--- config.mk ---
export PLATFORM = sky130hd
export DESIGN_NAME = i4003x_flat
export DESIGN_NICKNAME = d
export VERILOG_FILES = /design/src/rtl/i4003x_if.sv /design/src/rtl/i4003x.sv /design/src/flat_wrapper.sv
export SDC_FILE = /design/constraint.sdc
export NUM_CORES = 1
export LEC_CHECK = 0
export ABC_CLOCK_PERIOD_IN_PS = 1000
export BUFFER_PORTS_ARGS = -buffer_cell sky130_fd_sc_hd__buf_4
export CAP_MARGIN = 20
export CORE_UTILIZATION = 42
export DETAILED_ROUTE_END_ITERATION = 10
export PLACE_DENSITY_LB_ADDON = 0.3
export SLEW_MARGIN = 25
export SYNTH_ARGS = -nofsm -noshare
export SYNTH_HDL_FRONTEND = slang
export SYNTH_SLANG_ARGS = --single-unit
export TNS_END_PERCENT = 5
--- constraint.sdc ---
create_clock -name sysclk -period 1 [get_ports sysclk]
set_clock_uncertainty 0.1 [all_clocks]
set_input_delay 0.05 -clock sysclk [delete_from_list [all_inputs] [get_ports sysclk]]
set_output_delay 0.05 -clock sysclk [all_outputs]
set_load 0.005 [all_outputs]
--- src/rtl/i4003x_if.sv ---
// Shift-register bus: shift clock, serial data, and output enable from the driver;
// parallel word, chain output, and word status from the register.
interface i4003x_if #(
  parameter int unsigned WIDTH = 10
);
  logic                     cp;
  logic                     serial_in;
  logic                     enable;
  logic [WIDTH-1:0]         parallel_out;
  logic                     serial_out;
  logic                     word_done;
  logic [$clog2(WIDTH)-1:0] shift_count;

  modport master (
    output cp, serial_in, enable,
    input  parallel_out, serial_out, word_done, shift_count
  );

  modport slave (
    input  cp, serial_in, enable,
    output parallel_out, serial_out, word_done, shift_count
  );
endinterface

--- src/rtl/i4003x.sv ---
// Parametrised serial-in/parallel-out shift register for MCS-4 output expansion.
// cp is edge-detected in the sysclk domain; optional holding register gives word-stable outputs.
module i4003x #(
  parameter int unsigned WIDTH      = 10,
  parameter int unsigned DIR        = 0,
  parameter int unsigned LATCH_MODE = 0
) (
  input logic     sysclk,
  input logic     reset,
  i4003x_if.slave bus
);
  localparam int unsigned CW = $clog2(WIDTH);

  logic             cp_q;
  logic [WIDTH-1:0] sr_q, sr_d, src;
  logic [CW-1:0]    count_q;
  logic             done_q;
  logic             strobe;
  logic             last;

  assign strobe = bus.cp & ~cp_q;
  assign last   = (count_q == CW'(WIDTH - 1));

  always_comb begin
    if (DIR != 0) sr_d = {bus.serial_in, sr_q[WIDTH-1:1]};
    else          sr_d = {sr_q[WIDTH-2:0], bus.serial_in};
  end

  // cp_q resets high so a cp held high through reset release does not shift.
  always_ff @(posedge sysclk) begin
    if (reset) begin
      cp_q    <= 1'b1;
      sr_q    <= '0;
      count_q <= '0;
      done_q  <= 1'b0;
    end else begin
      cp_q   <= bus.cp;
      done_q <= 1'b0;
      if (strobe) begin
        sr_q <= sr_d;
        if (last) begin
          count_q <= '0;
          done_q  <= 1'b1;
        end else begin
          count_q <= count_q + 1'b1;
        end
      end
    end
  end

  if (LATCH_MODE != 0) begin : g_hold
    logic [WIDTH-1:0] hold_q;

    // Capture includes the bit shifted on the completing edge.
    always_ff @(posedge sysclk) begin
      if (reset)               hold_q <= '0;
      else if (strobe && last) hold_q <= sr_d;
    end

    assign src = hold_q;
  end else begin : g_transparent
    assign src = sr_q;
  end

  assign bus.parallel_out = bus.enable ? src : '0;
  assign bus.serial_out   = (DIR != 0) ? sr_q[0] : sr_q[WIDTH-1];
  assign bus.word_done    = done_q;
  assign bus.shift_count  = count_q;
endmodule

--- src/flat_wrapper.sv ---
// flat-port wrapper written by rule: the top's interface ports become plain ports
module i4003x_flat 
#(
  parameter int unsigned WIDTH      = 10,
  parameter int unsigned DIR        = 0,
  parameter int unsigned LATCH_MODE = 0
)
  (sysclk, reset, bus_cp, bus_serial_in, bus_enable, bus_parallel_out, bus_serial_out, bus_word_done, bus_shift_count);
  i4003x_if #(.WIDTH(WIDTH)) bus_i ();
  input logic sysclk;
  input logic reset;
  input wire logic [$bits(bus_i.cp)-1:0] bus_cp;
  input wire logic [$bits(bus_i.serial_in)-1:0] bus_serial_in;
  input wire logic [$bits(bus_i.enable)-1:0] bus_enable;
  output wire logic [$bits(bus_i.parallel_out)-1:0] bus_parallel_out;
  output wire logic [$bits(bus_i.serial_out)-1:0] bus_serial_out;
  output wire logic [$bits(bus_i.word_done)-1:0] bus_word_done;
  output wire logic [$bits(bus_i.shift_count)-1:0] bus_shift_count;
  assign bus_i.cp = bus_cp;
  assign bus_i.serial_in = bus_serial_in;
  assign bus_i.enable = bus_enable;
  assign bus_parallel_out = bus_i.parallel_out;
  assign bus_serial_out = bus_i.serial_out;
  assign bus_word_done = bus_i.word_done;
  assign bus_shift_count = bus_i.shift_count;
  i4003x #(.WIDTH(WIDTH), .DIR(DIR), .LATCH_MODE(LATCH_MODE)) u_core (.sysclk(sysclk), .reset(reset), .bus(bus_i));
endmodule
; Word level (Yosys, flattened, before mapping)
; Index checks and enable logic that the tools add are counted.
[op_classes]
mux = 3
add_sub_neg = 1
bitwise_logic = 3
eq_ne = 1
reduce_logical = 1
[op_table]
columns = operator, n
row1 = 2-to-1 mux 10 bit, 1
row2 = adder 4 x 1 -> 4 bit (second input constant), 1
row3 = equality test 4 bit (second input constant), 1
row4 = 2-to-1 mux 4 bit, 1
row5 = NOT 1 bit, 2
row6 = OR reduction 2 bit, 1
row7 = bitwise AND 1 bit, 1
row8 = 2-to-1 mux 1 bit, 1
[totals]
in_bits = 5
output_inout_bits = 16
elab_cells = 13
regBits = 16

; Logic depth before layout (Yosys ltp)
[logic_depth]
ltp_word = 4
mapped_depth = 4
ltp_nobuf = 3

; Worst setup path before layout
; OpenSTA, ideal clock, no wires.
[synth_timing]
kind = flip-flop to flip-flop
startpoint = reg u_core.count_q[0], in the netlist u_core.bus.shift_count[0]
endpoint = reg u_core.count_q[1], in the netlist u_core.bus.shift_count[1]
required_time_ps = 834
setup_time_ps = 66
arrival_ps = 975
setup_slack_ps = -141
n_path_buf = 0
period_less_slack_ps = 1141
path_stages_with_launch = 4
path_cell_list = dfxtp_1 > nand3b_4 > or3_1 > a21oi_2
[synth_via]
elab_chain_len = 2
elab_cells_between_ends = 3
classes_between = add/sub (1) / eq/ne (1) / mux (1)
[synth_lines]
columns = element, line
row1 = "start, declared", i4003x.sv:16  ; logic [CW-1:0] count_q;
row2 = "start signal, assigned", i4003x.sv:45  ; count_q <= count_q + 1'b1;
row3 = adder 4 x 1 -> 4 bit or equality test 4 bit (tied branches), "i4003x.sv:45, i4003x.sv:22"
row4 = 2-to-1 mux 4 bit *, i4003x.sv:41  ; if (last) begin
; Every way passes the cells marked *; elsewhere a longest branch is shown, timed or not.
; A chain may end at the register's enable or synchronous reset.

; Worst setup path after layout
[layout_timing]
startpoint = reg u_core.cp_q
endpoint = reg u_core.count_q[1], in the netlist u_core.bus.shift_count[1]
[layout_via]
elab_chain_len = 2
[layout_lines]
columns = element, line
row1 = "start, declared", i4003x.sv:14  ; logic cp_q;
row2 = "start signal, assigned", i4003x.sv:37  ; cp_q <= bus.cp;
row3 = NOT 1 bit, i4003x.sv:21  ; assign strobe = bus.cp & ~cp_q;
row4 = bitwise AND 1 bit, i4003x.sv:21
; No other way between the ends.

==> impl_metrics.tcl <==
set metrics [dict create \
    worst-path-buf-inv 0 \
    cts_tree "built" \
    wirelength_microns 1346 \
    grt_overflow_total 0 \
    firstDrtPassIters 4 \
    layout-drive-gt1-share_pct 51.92 \
    ios 21 \
    worst_slack_ns -0.1189 \
    clk_latency_ns 0.29 \
    crit_path_end_kind "flop" \
    crit_type "flop to flop" \
    async_flop_share_pct 0 \
    antenna_found_initial 0 \
    hold_slack_ns -0.07880 \
    post-route-drc-count 0 \
    synth_cells 77 \
    syn_area_per_cell_sq_um 8.677 \
    wl_per_cell_microns 11.22 \
    finalHoldViolCount 15 \
    layout_commonest_cell "nand2_1" \
    timing.final.crit_period_ns 1.119 \
    postCtsHoldBufs 2 \
    startpoint_type "flop" \
    violations "hold timing, setup timing" \
    rows 14 \
    hpwl_microns 870.1 \
    switching_share_pct 21.63 \
    path_clk_slew_ns 0.09 \
    cp_max_fo 5 \
    die_h_microns 41.89 \
    gr-usage-all-layers_pct 17.55 \
    htree_levels 1 \
    status "complete, but fails checks" \
    highest-signal-layer "met4" \
    root_buffer "clkbuf_4" \
    combPwrFrac_pct 7.1 \
    drv_slew 0 \
    synth_flop_cell "dfxtp_1" \
    critPathArrivalTime_ns 1.25 \
    core_area_sq_um 1489 \
    p_switching_w 0.0002512 \
    clock_power_share_pct 36.7 \
    yosysUniqueCellTypes 22 \
    peakVddDrop_mv 0.8839 \
    yosys_warnings 0 \
    layout_common_cells "nand2_1 (21), buf_4 (16), dfxtp_2 (12), a21oi_1 (11), buf_6 (8)" \
    powerDensity_nw_per_um2 1171 \
    cpPeakStageDelay_ns 0.34 \
    max_cap_violations 0 \
    syn_nets 82 \
    met2_length_microns 618 \
    internal-power_w 0.0009102 \
    synth_edf_count 0 \
    clkSinkCount 16 \
    dr_wl_met3_microns 76 \
    hold_path.class "input pin to flop" \
    numCtsBuffers 3 \
    finalCritPeriodShare_pct 111.9 \
    power_w 0.001161 \
    critPathRequiredTime_ns 1.13 \
    place.gp.congestion 0.6502 \
    crit_family "simple AND/OR/NAND/NOR gates" \
    sequentialPowerShare_pct 56.1 \
    drtIter0Drc 12 \
    drt-met1-wl_microns 619 \
    setup_viol 26 \
    p_leak_nw 0.4154 \
    fillerInstances 131 \
    grt_max_degree 17 \
    slowest_stage "dfxtp_2" \
    syn_area_sq_um 668.1 \
    die_area_sq_um 1754 \
    yosysSeqAreaShare_pct 47.94 \
    area_growth_pct 48.50 \
    initial_core_util_pct 44.87 \
    diodes 0 \
    tightest_slew_ns 0.2705 \
    slew_headroom_pct 81.72 \
    grt_pass1_vias 532 \
    dpl_cell_area_sq_um 864.6 \
    detailroute.via_count 595 \
    cp_cell_sequence "nand3b_4 > or3_4 > a21oi_2" \
    fmax_mhz 893.7 \
    port_buffers 20 \
    clockBufferDepth 2 \
    grt_setup_unrepaired "yes" \
    finalNetCount 110 \
    detail_route.vias_per_cell 4.958 \
    finish.instance_area_sq_um 992.2 \
    grt_pass1_wl_microns 2263 \
    die_w_microns 41.89 \
    synth-seq-cells 16 \
    ant_nets 0 \
]
## sequential cells by signal, summed over array words and instances, names as in the netlist
signal / flops
u_core.sr_q: 10
u_core.bus.shift_count: 4
u_core.bus.word_done: 1
u_core.cp_q: 1
## metal layers
layer,vias to the layer above,track usage [%]
met5,-,0
met1,263,21.37
met2,19,27.50
met3,4,2.609
li1,309,-
met4,0,13.55
## power by group through the flow
stage	clock (W)	combinational, W	sequential, W
floorplan	0	0.0000305	0.000666
finish	0.000427	0.0000827	0.000652
global route	0.000457	0.0000900	0.000654
CTS	0.000447	0.0000774	0.000651
global placement	0	0.0000666	0.000665
detailed placement	0	0.0000675	0.000665
## layout make-up
type                            instances  area (sq um)  share of cell area (%)
Clock buffer                            4         36.28                   3.657
Multi-Input combinational cell         58         370.4                   37.33
Sequential cell                        16         335.3                   33.80
Tap cell                               16         20.02                   2.018
Timing Repair Buffer                   26         230.2                   23.20
## per-stage QoR
stage / hold slack (ns) / util, % / TNS, ns / instances / setup WS [ns]
global route: -0.07385 / 66.64 / -1.965 / 120 / -0.1581
global placement: 0.1911 / 58.07 / -0.7139 / 114 / -0.08392
CTS: -0.09468 / 63.03 / -1.593 / 120 / -0.1301
finish: -0.07880 / 66.64 / -0.6890 / 120 / -0.1189
detailed placement: 0.1985 / 58.07 / -0.8545 / 114 / -0.1435
floorplan: 0.005084 / - / -0.4346 / 77 / -0.08165
## what timing repair did
item | CTS | global route
buffers inserted | 0 | 0
setup endpoints to repair | 27 | 28
resized for setup | 6 | 20
endpoints found under the hold margin | 16 | 15
pin swaps | 0 | 1
## worst paths after layout
path                                     from                                     end  slack, ns  cells after the start
setup reg to reg       u_core.cp_q$_SDFF_PP1_  u_core.bus.shift_count[1]$_SDFFE_PP0P_      -0.12                      3
hold reg to reg   u_core.sr_q[3]$_SDFFE_PP0P_             u_core.sr_q[4]$_SDFFE_PP0P_       0.36                      2
setup / recovery       u_core.cp_q$_SDFF_PP1_  u_core.bus.shift_count[1]$_SDFFE_PP0P_      -0.12                      3
hold / removal                          reset  u_core.bus.shift_count[1]$_SDFFE_PP0P_      -0.08                      2
## cell usage after synthesis, types with 2 or more instances
master,count,area (sq um)
a21oi_1,11,55.05
and2_1,10,62.56
dfxtp_1,16,320.3
nand2_1,21,78.83
nor2_1,2,7.510
## cells by family after synthesis
family                 share of synthesized area, %
AO/OA/AOI/OAI                                 10.86
XOR/XNOR                                      2.622
buffers and inverters                         2.434
flip-flops                                    47.94
AND/OR/NAND/NOR                               36.15
(Power assumes the default switching activity.)
